==> src/rtl/pc_fetch_controller.sv <==
// pc_fetch_controller
//   Sequences the Program_Counter and the IF/ID, ID/EX and EX/MEM pipeline
//   registers. Each cycle it chooses between PC+4, a freeze, or a redirect
//   to a resolved branch target. It also keeps saturating stall/flush
//   performance counters.
//
// Ports
//   clk_i            system clock, rising edge
//   rst_n            asynchronous active-low reset
//   pc_i             current PC from the Program_Counter
//   load_use_i       load-use hazard detected in ID
//   mdu_start_i      MDU instruction entering EX this cycle
//   branch_taken_i   branch/jump resolved taken in MEM
//   branch_target_i  redirect address, valid with branch_taken_i
//   pc_next_o        next-PC value to the PC input
//   pc_write_o       PC write enable
//   ifid_write_o     IF/ID write enable
//   idex_write_o     ID/EX write enable
//   ifid_flush_o     bubble into IF/ID
//   idex_flush_o     bubble into ID/EX
//   exmem_flush_o    bubble into EX/MEM
//   mdu_abort_o      kill the in-flight MDU operation
//   busy_o           high while an MDU operation holds the pipe
//   stall_cycles_o   saturating count of cycles with pc_write_o=0
//   flush_events_o   saturating count of cycles with branch_taken_i=1
//
// The pipeline controls are combinational from state and inputs because
// the PC and pipeline registers consume them in the same cycle.

module pc_fetch_controller #(
  parameter int unsigned MDU_LAT = 4
) (
  input  logic        clk_i,
  input  logic        rst_n,
  input  logic [31:0] pc_i,
  input  logic        load_use_i,
  input  logic        mdu_start_i,
  input  logic        branch_taken_i,
  input  logic [31:0] branch_target_i,
  output logic [31:0] pc_next_o,
  output logic        pc_write_o,
  output logic        ifid_write_o,
  output logic        idex_write_o,
  output logic        ifid_flush_o,
  output logic        idex_flush_o,
  output logic        exmem_flush_o,
  output logic        mdu_abort_o,
  output logic        busy_o,
  output logic [15:0] stall_cycles_o,
  output logic [15:0] flush_events_o
);

  localparam int unsigned CNT_W  = 8;
  localparam int unsigned PERF_W = 16;

  typedef enum logic [1:0] {
    RUN      = 2'b00,
    MDU_BUSY = 2'b01
  } state_t;

  state_t             state_q, state_d;
  logic [CNT_W-1:0]   cnt_q, cnt_d;
  logic [PERF_W-1:0]  stall_q, stall_d;
  logic [PERF_W-1:0]  flush_q, flush_d;

  // State and counter registers
  always_ff @(posedge clk_i or negedge rst_n) begin
    if (!rst_n) begin
      state_q <= RUN;
      cnt_q   <= '0;
      stall_q <= '0;
      flush_q <= '0;
    end else begin
      state_q <= state_d;
      cnt_q   <= cnt_d;
      stall_q <= stall_d;
      flush_q <= flush_d;
    end
  end

  // Next-state and pipeline control, evaluated in priority order
  always_comb begin
    state_d       = state_q;
    cnt_d         = cnt_q;
    pc_next_o     = '0;
    pc_write_o    = 1'b0;
    ifid_write_o  = 1'b0;
    idex_write_o  = 1'b0;
    ifid_flush_o  = 1'b0;
    idex_flush_o  = 1'b0;
    exmem_flush_o = 1'b0;
    mdu_abort_o   = 1'b0;
    busy_o        = (state_q == MDU_BUSY);

    if (branch_taken_i) begin
      pc_next_o     = branch_target_i;
      pc_write_o    = 1'b1;
      ifid_write_o  = 1'b1;
      idex_write_o  = 1'b1;
      ifid_flush_o  = 1'b1;
      idex_flush_o  = 1'b1;
      exmem_flush_o = 1'b1;
      mdu_abort_o   = (state_q == MDU_BUSY);
      state_d       = RUN;
      cnt_d         = '0;
    end else if (state_q == MDU_BUSY) begin
      pc_next_o     = pc_i;
      exmem_flush_o = 1'b1;
      cnt_d         = cnt_q - CNT_W'(1);
      // Leave on cnt==1; <=1 also recovers from an impossible cnt==0.
      if (cnt_q <= CNT_W'(1)) begin
        state_d = RUN;
        cnt_d   = '0;
      end
    end else if (mdu_start_i) begin
      pc_next_o     = pc_i;
      exmem_flush_o = 1'b1;
      cnt_d         = CNT_W'(MDU_LAT - 1);
      state_d       = MDU_BUSY;
    end else if (load_use_i) begin
      pc_next_o     = pc_i;
      idex_write_o  = 1'b1;
      idex_flush_o  = 1'b1;
      state_d       = RUN;
    end else begin
      pc_next_o     = pc_i + 32'd4;
      pc_write_o    = 1'b1;
      ifid_write_o  = 1'b1;
      idex_write_o  = 1'b1;
      state_d       = RUN;
    end

    // Hold the pipeline in bubbles while reset is asserted
    if (!rst_n) begin
      pc_next_o     = '0;
      pc_write_o    = 1'b0;
      ifid_write_o  = 1'b0;
      idex_write_o  = 1'b0;
      ifid_flush_o  = 1'b1;
      idex_flush_o  = 1'b1;
      exmem_flush_o = 1'b1;
      mdu_abort_o   = 1'b0;
      busy_o        = 1'b0;
    end
  end

  // Saturating performance counters
  always_comb begin
    stall_d = stall_q;
    flush_d = flush_q;
    if (!pc_write_o && (stall_q != '1)) begin
      stall_d = stall_q + PERF_W'(1);
    end
    if (branch_taken_i && (flush_q != '1)) begin
      flush_d = flush_q + PERF_W'(1);
    end
  end

  assign stall_cycles_o = stall_q;
  assign flush_events_o = flush_q;

endmodule

==> config.mk <==
export PLATFORM = sky130hd
export DESIGN_NAME = pc_fetch_controller
export DESIGN_NICKNAME = d
export VERILOG_FILES = /design/src/rtl/pc_fetch_controller.sv
export SDC_FILE = /design/constraint.sdc
export NUM_CORES = 1
export LEC_CHECK = 0
export ABC_AREA = 1
export CORE_UTILIZATION = 50
export DETAILED_ROUTE_END_ITERATION = 6
export GPL_TIMING_DRIVEN = 0
export HOLD_SLACK_MARGIN = 0.02
export MAX_ROUTING_LAYER = met4
export PLACE_DENSITY = 0.89
export SLEW_MARGIN = 20
export SYNTH_ARGS = -nofsm -noshare
export SYNTH_HDL_FRONTEND = slang
export SYNTH_SLANG_ARGS = --single-unit
==> constraint.sdc <==
create_clock -name clk_i -period 5.2 [get_ports clk_i]
set_clock_uncertainty 0.05 [all_clocks]
set_input_delay 1.56 -clock clk_i [delete_from_list [all_inputs] [get_ports clk_i]]
set_output_delay 1.56 -clock clk_i [all_outputs]
set_load 0.03 [all_outputs]
==> impl_results.rst, run 1 <==
.. list-table::
   :header-rows: 1

   * - Metric
     - Value
   * - Startpoint of the lowest-slack register-to-register path
     - stall_cycles_o[0]$_DFFE_PN0P_
   * - Overall fraction of global-route tracks in use
     - 0.315
   * - Library cell appearing most often on the critical path
     - sky130_fd_sc_hd__nand3_1
   * - Worst reg-to-reg setup slack
     - 3.34 ns
   * - Worst hold path class
     - flop to flop
   * - Layout overhead on the synthesized area
     - 41.3%
   * - Clock tree from TritonCTS
     - yes
   * - Antenna diode count
     - 0
   * - H-tree depth
     - 2
   * - Die Ht
     - 90.3 um
   * - Row cnt
     - 31
   * - Post-route antenna net violation count
     - 0
   * - Global route total overflow
     - 0
   * - Final hold violation count
     - 0
   * - WP data arrival
     - 3.46 ns
   * - Vias in the first global route
     - 4521
   * - Final Max Slew Viols
     - 0
   * - Antenna violations before repair
     - 0
   * - # Max-Cap Violations
     - 0
   * - Worst-Skew Late Latency
     - 0.30 ns
   * - IO buf count
     - 139
   * - Fillcell total
     - 641
   * - Total Routed Length
     - 12.3 mm
   * - Library cell used as clock root buffer
     - sky130_fd_sc_hd__clkbuf_8
   * - DIE AREA
     - 0.00816 sq mm
   * - Width of the die
     - 90.3 um
   * - Standard cell with the maximum stage delay on the critical path
     - sky130_fd_sc_hd__clkdlybuf4s50_1
   * - Number of clock sinks seen by CTS
     - 41
   * - NumNets Final
     - 855
   * - Max Freq
     - 197 MHz
   * - Static leakage
     - 2.62 nW
   * - Maximum fanout along the worst path
     - 5
   * - Clock-pin transition on the worst setup and hold timing paths
     - 0.09 ns
   * - Cell count after synthesis
     - 634
   * - Pwr/cell area
     - 267 mW/mm^2
   * - Area occupied by multi-input gates
     - 0.00249 sq mm
   * - Power consumption
     - 1.47 mW
   * - Startpoint of the most critical hold path
     - flush_events_o[2]$_DFFE_PN0P_
   * - Maximum buffer depth of the clock tree
     - 2
   * - Largest net degree at the start of global routing
     - 28
   * - Max rail drop VDD
     - 0.000116 V
   * - Kind of critical path
     - primary input to output port
   * - Instance count after placement with tap cells included
     - 873
   * - Average footprint of a synthesized cell
     - 6.15 sq um
   * - Status
     - complete, no violations
   * - Worst path max stage delay
     - 0.56 ns
   * - Total of flip-flops plus latches after synthesis
     - 41
   * - Initial Util
     - 0.527
   * - Via-per-instance ratio
     - 5.33
   * - Core ar.
     - 0.00741 sq mm
   * - CP Cell Sequence
     - clkdlybuf4s50_1 -> nand3_1 -> nor2_4 -> nand3_2 -> or2_0 -> nand3_1 -> nand2_1 -> inv_1 -> dlygate4sd2_1
   * - Setup repair after global routing missed its margin
     - no
   * - Required time of the critical path
     - 3.59 ns
   * - Number of top-level pins
     - 141
   * - Startpoint of the worst setup timing path
     - pc_i[4]
   * - Mapped Nets
     - 708
   * - Number of buffers inserted by post-CTS setup repair
     - 0
   * - Routability cong.
     - 0.950
   * - Worst-case headroom to the max-slew limit
     - 0.621
   * - Num CTS Buffers
     - 5
   * - Capture instance of the worst register-to-register path
     - stall_cycles_o[4]$_DFFE_PN0P_
   * - Hold endpoint
     - flush_events_o[2]$_DFFE_PN0P_
   * - Count of final setup violators
     - 0
   * - Count of cells along the worst hold path
     - 1
   * - Worst setup SP type
     - primary input
   * - Iteration-0 DRC Markers
     - 191
   * - Sequential cell area fraction in the yosys report
     - 0.263
   * - Portion of the clock cycle consumed by the worst path in the final layout
     - 0.974
   * - YS warnings
     - 0
   * - Worst Setup End Kind
     - output port
   * - Post-layout min period
     - 5.07 ns
   * - Reg area
     - 0.00103 sq mm
   * - Count of TritonRoute iterations in the first routing pass
     - 5
   * - Worst-margin pin slew
     - 0.569 ns
   * - Placed wire-length estimate after detailed placement
     - 9.84 mm
   * - Avg WL per Cell
     - 13.9 um
   * - First-pass GRT wire length
     - 20.4 mm
   * - Synth cell types
     - 38
   * - Post-CTS Hold Buffers
     - 0
   * - Post-route DRC violation count
     - 0
   * - Cell area after synthesis
     - 0.00390 sq mm
   * - Fraction of final layout cells sized beyond drive strength 1
     - 0.0882
   * - Filler-free cell count of the finished design
     - 881
   * - Vias post-DR
     - 4693
   * - Worst r2r path cells
     - 9
[worst max-delay path by stage]
stage	end	slack (ns)	depth (start not counted)
after global placement	pc_next_o[17]	-1.99	7
after CTS	pc_next_o[20]	0.004	11
final	pc_next_o[11]	0.13	9
after global routing	pc_next_o[29]	0.009	11
after floorplan	pc_next_o[30]	0.80	9
after detailed placement	pc_next_o[30]	-0.34	11
[power by group]
part	total [mW]	internal (mW)	switching (mW)
sequential	0.484	0.391	0.0930
combinational	0.725	0.293	0.432
clock	0.262	0.144	0.118
[state kept, by name, indices dropped and copies added (netlist names)]
register	flops
state_q	1
flush_events_o	16
stall_cycles_o	16
cnt_q	8
[cell usage after synthesis]
master	instances	area, sq um
sky130_fd_sc_hd__nand2_1	163	612
sky130_fd_sc_hd__nor2_1	124	465
sky130_fd_sc_hd__inv_1	84	315
sky130_fd_sc_hd__dfrtp_1	41	1030
sky130_fd_sc_hd__nand3_1	40	200
sky130_fd_sc_hd__o21ai_0	38	190
sky130_fd_sc_hd__xor2_1	24	210
sky130_fd_sc_hd__nand4_1	13	81.3
sky130_fd_sc_hd__nor3_1	10	50.1
sky130_fd_sc_hd__nor2_4	8	90.1
sky130_fd_sc_hd__xnor2_1	8	70.1
sky130_fd_sc_hd__a21oi_1	7	35.0
sky130_fd_sc_hd__nand3b_1	7	52.6
sky130_fd_sc_hd__clkbuf_1	6	22.5
sky130_fd_sc_hd__ha_1	5	62.6
sky130_fd_sc_hd__nand2_2	5	31.3
sky130_fd_sc_hd__o21ai_1	5	25.0
sky130_fd_sc_hd__o21ai_2	5	43.8
sky130_fd_sc_hd__nor2_2	4	25.0
sky130_fd_sc_hd__o211ai_1	4	30.0
sky130_fd_sc_hd__and2_1	3	18.8
sky130_fd_sc_hd__buf_2	3	15.0
sky130_fd_sc_hd__inv_2	3	11.3
sky130_fd_sc_hd__nand3_2	3	30.0
sky130_fd_sc_hd__or2_0	3	18.8
sky130_fd_sc_hd__a21oi_4	2	32.5
sky130_fd_sc_hd__a31oi_1	2	12.5
sky130_fd_sc_hd__buf_6	2	22.5
sky130_fd_sc_hd__nand2_4	2	22.5
sky130_fd_sc_hd__nor3_2	2	20.0
sky130_fd_sc_hd__a21boi_0	1	7.51
sky130_fd_sc_hd__buf_1	1	3.75
sky130_fd_sc_hd__buf_4	1	7.51
sky130_fd_sc_hd__clkinv_1	1	3.75
sky130_fd_sc_hd__nor3b_1	1	7.51
sky130_fd_sc_hd__nor3b_2	1	12.5
sky130_fd_sc_hd__o21a_1	1	7.51
sky130_fd_sc_hd__o2bb2ai_1	1	8.76
[per-layer routing]
layer  vias up  part of all wire  global-route usage
met5         -                 0                   -
met4         0             0.034               0.134
met3        34             0.072              0.0421
met2       226              0.50               0.562
met1      2146              0.39               0.352
li1       2287                 -                   -
[cell type report]
cell class	instances	share of cell area
buffer	13	0.0136
clock buffer	6	0.0132
clock inverter	2	0.00704
inverter	88	0.0606
multi-input combinational	492	0.451
sequential	41	0.186
tap	99	0.0225
timing repair buffer	140	0.246
[critical path, delay by kind of cell]
kind	cells	cell delay, ns
buffers and inverters	3	1.00
AND/OR/NAND/NOR	6	0.89
[through the flow]
stage	TNS (ns)	hold slack, ns	util	worst slack, ns	area, sq um
2_1_floorplan	0	0.465	-	0.803	3900
3_3_place_gp	-67.80	0.456	0.731	-1.99	5420
6_report	0	0.474	0.744	0.134	5510
5_1_grt	0	0.508	0.744	0.00870	5510
4_1_cts	0	0.477	0.745	0.00414	5520
3_5_place_dp	-6.57	0.462	0.733	-0.336	5430
[kinds of logic after synthesis]
kind of cell             share of synthesized area
flip-flops                                   0.263
AO/OA/AOI/OAI                                0.101
adder cells (fa/ha/maj)                     0.0160
XOR/XNOR                                    0.0718
buffers and inverters                        0.103
AND/OR/NAND/NOR                              0.445
[placed cells by master (no fill, tap or decap), drive strengths merged, types with 7 or more instances in the layout]
cell type,netlist,layout
a21oi,9,9
buf,7,10
clkbuf,6,20
clkdlybuf4s50,0,108
dfrtp,41,41
dlygate4sd2,0,16
inv,87,87
nand2,170,170
nand3,43,43
nand3b,7,7
nand4,13,13
nor2,136,136
nor3,12,12
o21ai,48,48
xnor2,8,8
xor2,24,24
[repair_timing]
action                     in CTS  in global routing
gates resized for setup        35                 29
pin swaps                       0                  2
setup endpoints to repair      34                 25
(Power assumes the default switching activity.)
==> run 2: changes to the inputs <==
--- a/config.mk
+++ b/config.mk
@@ -6,12 +6,12 @@
 export NUM_CORES = 1
 export LEC_CHECK = 0
 export ABC_AREA = 1
-export CORE_UTILIZATION = 50
+export CORE_UTILIZATION = 42
 export DETAILED_ROUTE_END_ITERATION = 6
 export GPL_TIMING_DRIVEN = 0
 export HOLD_SLACK_MARGIN = 0.02
 export MAX_ROUTING_LAYER = met4
-export PLACE_DENSITY = 0.89
+export PLACE_DENSITY = 0.8
 export SLEW_MARGIN = 20
 export SYNTH_ARGS = -nofsm -noshare
 export SYNTH_HDL_FRONTEND = slang
==> constraint.sdc (replaced) <==
create_clock -name clk_i -period 4.55 [get_ports clk_i]
set_clock_uncertainty 0.05 [all_clocks]
set_input_delay 1.365 -clock clk_i [delete_from_list [all_inputs] [get_ports clk_i]]
set_output_delay 1.365 -clock clk_i [all_outputs]
set_load 0.03 [all_outputs]
==> run 2 against run 1 <==
The run now ends with DRC left. Sequential cell count did not move. Clock power grew 37%. Utilization decreased by 9.7 points. Clock-buffer cell count decreased by 1. First-iteration DRC count increased by 54%. Worst hold slack got worse by 0.0024 ns. Cell area up 3.9%.
==> impl_results.rst, run 2 (same netlist as run 1, synthesis figures left out) <==
.. list-table::
   :header-rows: 1

   * - Metric
     - Value
   * - Status
     - complete, but fails checks
   * - Violated checks
     - DRC
   * - Count of TritonRoute iterations in the first routing pass
     - 7 (+2)
   * - First-pass GRT wire length
     - 20.3 mm (-0.48%)
   * - Pwr/cell area
     - 305 mW/mm^2 (+14%)
   * - Maximum fanout along the worst path
     - 5 (unchanged)
   * - Number of clock sinks seen by CTS
     - 41 (unchanged)
   * - Worst setup SP type
     - primary input
   * - Routability cong.
     - 0.960 (+1.1%)
   * - NumNets Final
     - 863 (+0.94%)
   * - H-tree depth
     - 2 (unchanged)
   * - Top library cells by usage in the layout, fill and taps aside
     - sky130_fd_sc_hd__nand2_1 (156), sky130_fd_sc_hd__nor2_1 (111), sky130_fd_sc_hd__clkdlybuf4s50_1 (86)
   * - Commonest non-fill, non-tap cell in the layout
     - sky130_fd_sc_hd__nand2_1
   * - Num CTS Buffers
     - 5 (unchanged)
   * - Static leakage
     - 2.77 nW (+5.8%)
   * - Post-route antenna net violation count
     - 0 (unchanged)
   * - Portion of the clock cycle consumed by the worst path in the final layout
     - 0.992
   * - Number of top-level pins
     - 141 (unchanged)
   * - Global route total overflow
     - 0 (unchanged)
   * - Worst-case headroom to the max-slew limit
     - 0.621 (about the same)
   * - Vias post-DR
     - 4668 (-0.53%)
   * - Initial Util
     - 0.441 (-0.0857)
   * - Maximum buffer depth of the clock tree
     - 2 (unchanged)
   * - Placed wire-length estimate after detailed placement
     - 10.0 mm (+2.1%)
   * - Core ar.
     - 0.00885 sq mm (+19%)
   * - Worst hold path class
     - flop to flop
   * - Utilization after layout
     - 0.648 (-0.0965)
   * - Fillcell total
     - 831 (+30%)
   * - Antenna violations before repair
     - 1 (+1)
   * - Total Routed Length
     - 12.7 mm (+3.3%)
   * - Worst Setup End Kind
     - output port
   * - Iteration-0 DRC Markers
     - 294 (+54%)
   * - IO buf count
     - 139 (unchanged)
   * - Avg WL per Cell
     - 14.1 um (+1.2%)
   * - Worst-Skew Late Latency
     - 0.30 ns (about the same)
   * - Overall fraction of global-route tracks in use
     - 0.267 (-0.0479)
   * - Post-layout min period
     - 4.51 ns
   * - Post-route DRC violation count
     - 6 (+6)
   * - Die Ht
     - 98.4 um (+8.9%)
   * - Max rail drop VDD
     - 0.000210 V (+80%)
   * - Final hold slack
     - 0.472 ns (-0.00235 ns)
   * - Clock tree from TritonCTS
     - yes
   * - Final Max Slew Viols
     - 0 (unchanged)
   * - DIE AREA
     - 0.00968 sq mm (+19%)
   * - # Max-Cap Violations
     - 0 (unchanged)
   * - Layout overhead on the synthesized area
     - 46.9%
   * - Largest net degree at the start of global routing
     - 33 (+18%)
   * - Count of final setup violators
     - 0 (unchanged)
   * - Setup repair after global routing missed its margin
     - yes
   * - Clock-pin transition on the worst setup and hold timing paths
     - 0.08 ns (about the same)
   * - Required time of the critical path
     - 3.13 ns (-0.46 ns)
   * - WP data arrival
     - 3.10 ns (-0.36 ns)
   * - Library cell used as clock root buffer
     - sky130_fd_sc_hd__clkbuf_8
   * - Max Freq
     - 222 MHz
   * - Via-per-instance ratio
     - 5.19 (-2.5%)
   * - Vias in the first global route
     - 4311 (-4.6%)
   * - Row cnt
     - 34 (+9.7%)
   * - Kind of critical path
     - primary input to output port
   * - Final hold violation count
     - 0 (unchanged)
   * - Fraction of final layout cells sized beyond drive strength 1
     - 0.146 (+0.0573)
   * - Width of the die
     - 98.4 um (+8.9%)
   * - Worst-margin pin slew
     - 0.568 ns (-0.000740 ns)
## run 2: worst max-delay path, cell delays in order
cell and delay, ns:
sky130_fd_sc_hd__clkdlybuf4s50_1 0.48, sky130_fd_sc_hd__inv_2 0.13, sky130_fd_sc_hd__nand2_4 0.12, sky130_fd_sc_hd__o21ai_0 0.17
sky130_fd_sc_hd__a21oi_1 0.06, sky130_fd_sc_hd__nor2_1 0.10, sky130_fd_sc_hd__clkdlybuf4s50_1 0.68
## run 2: final timing paths
kind / from / endpoint / slack, ns / cells past startpoint
setup / recovery: load_use_i / pc_next_o[2] / 0.04 / 7
hold reg to reg: flush_events_o[7]$_DFFE_PN0P_ / flush_events_o[7]$_DFFE_PN0P_ / 0.47 / 1
setup reg to reg: stall_cycles_o[0]$_DFFE_PN0P_ / stall_cycles_o[14]$_DFFE_PN0P_ / 2.69 / 9
max in group asynchronous: rst_n / cnt_q[1]$_DFFE_PN0P_ / 3.20 / 2
min in group asynchronous: rst_n / stall_cycles_o[4]$_DFFE_PN0P_ / 0.84 / 1
hold / removal: flush_events_o[7]$_DFFE_PN0P_ / flush_events_o[7]$_DFFE_PN0P_ / 0.47 / 1
## run 2: final cells by class
type | instances | area [sq um] | share of cell area
Multi-Input combinational cell | 493 | 2580 | 0.451
Timing Repair Buffer | 147 | 1430 | 0.250
Sequential cell | 41 | 1030 | 0.179
Inverter | 88 | 332 | 0.0579
Tap cell | 108 | 135 | 0.0236
Buffer | 13 | 78.8 | 0.0138
Clock buffer | 5 | 68.8 | 0.0120
Clock inverter | 3 | 68.8 | 0.0120
Antenna cell | 1 | 2.50 | 0.000437
## run 2: timing repair
| item | CTS | global route |
|---|---|---|
| pin swaps | 1 | 5 |
| hold endpoints to repair | 0 | 0 |
| gates cloned | 0 | 1 |
| setup endpoints to repair | 40 | 26 |
| hold buffers | 0 | 0 |
| setup buffers | 2 | 5 |
| resized for setup | 128 | 55 |
## run 2: layer usage
metal,vias to the layer above,wire length (um),global-route usage
li1,2303,-,-
met5,-,0,-
met2,205,5950,0.427
met3,25,856,0.0308
met1,2135,5580,0.352
met4,0,297,0.0884
## run 2: where the power goes
part           total [mW]  switching, mW  internal, mW
registers           0.552          0.105         0.447
logic               0.840          0.504         0.336
clock network       0.358          0.137         0.221
## run 2: stage by stage
step           setup WS (ns)  TNS (ns)  power, mW  cells  instance area, sq um
5_1_grt              -0.0463   -0.0654       1.85    899                  5730
4_1_cts             -0.00885   -0.0142       1.75    892                  5590
3_5_place_dp          -0.756    -19.36       1.40    882                  5440
2_1_floorplan          0.543         0       1.04    634                  3900
6_report              0.0367         0       1.75    899                  5730
3_3_place_gp           -2.39    -88.89       1.37    881                  5430
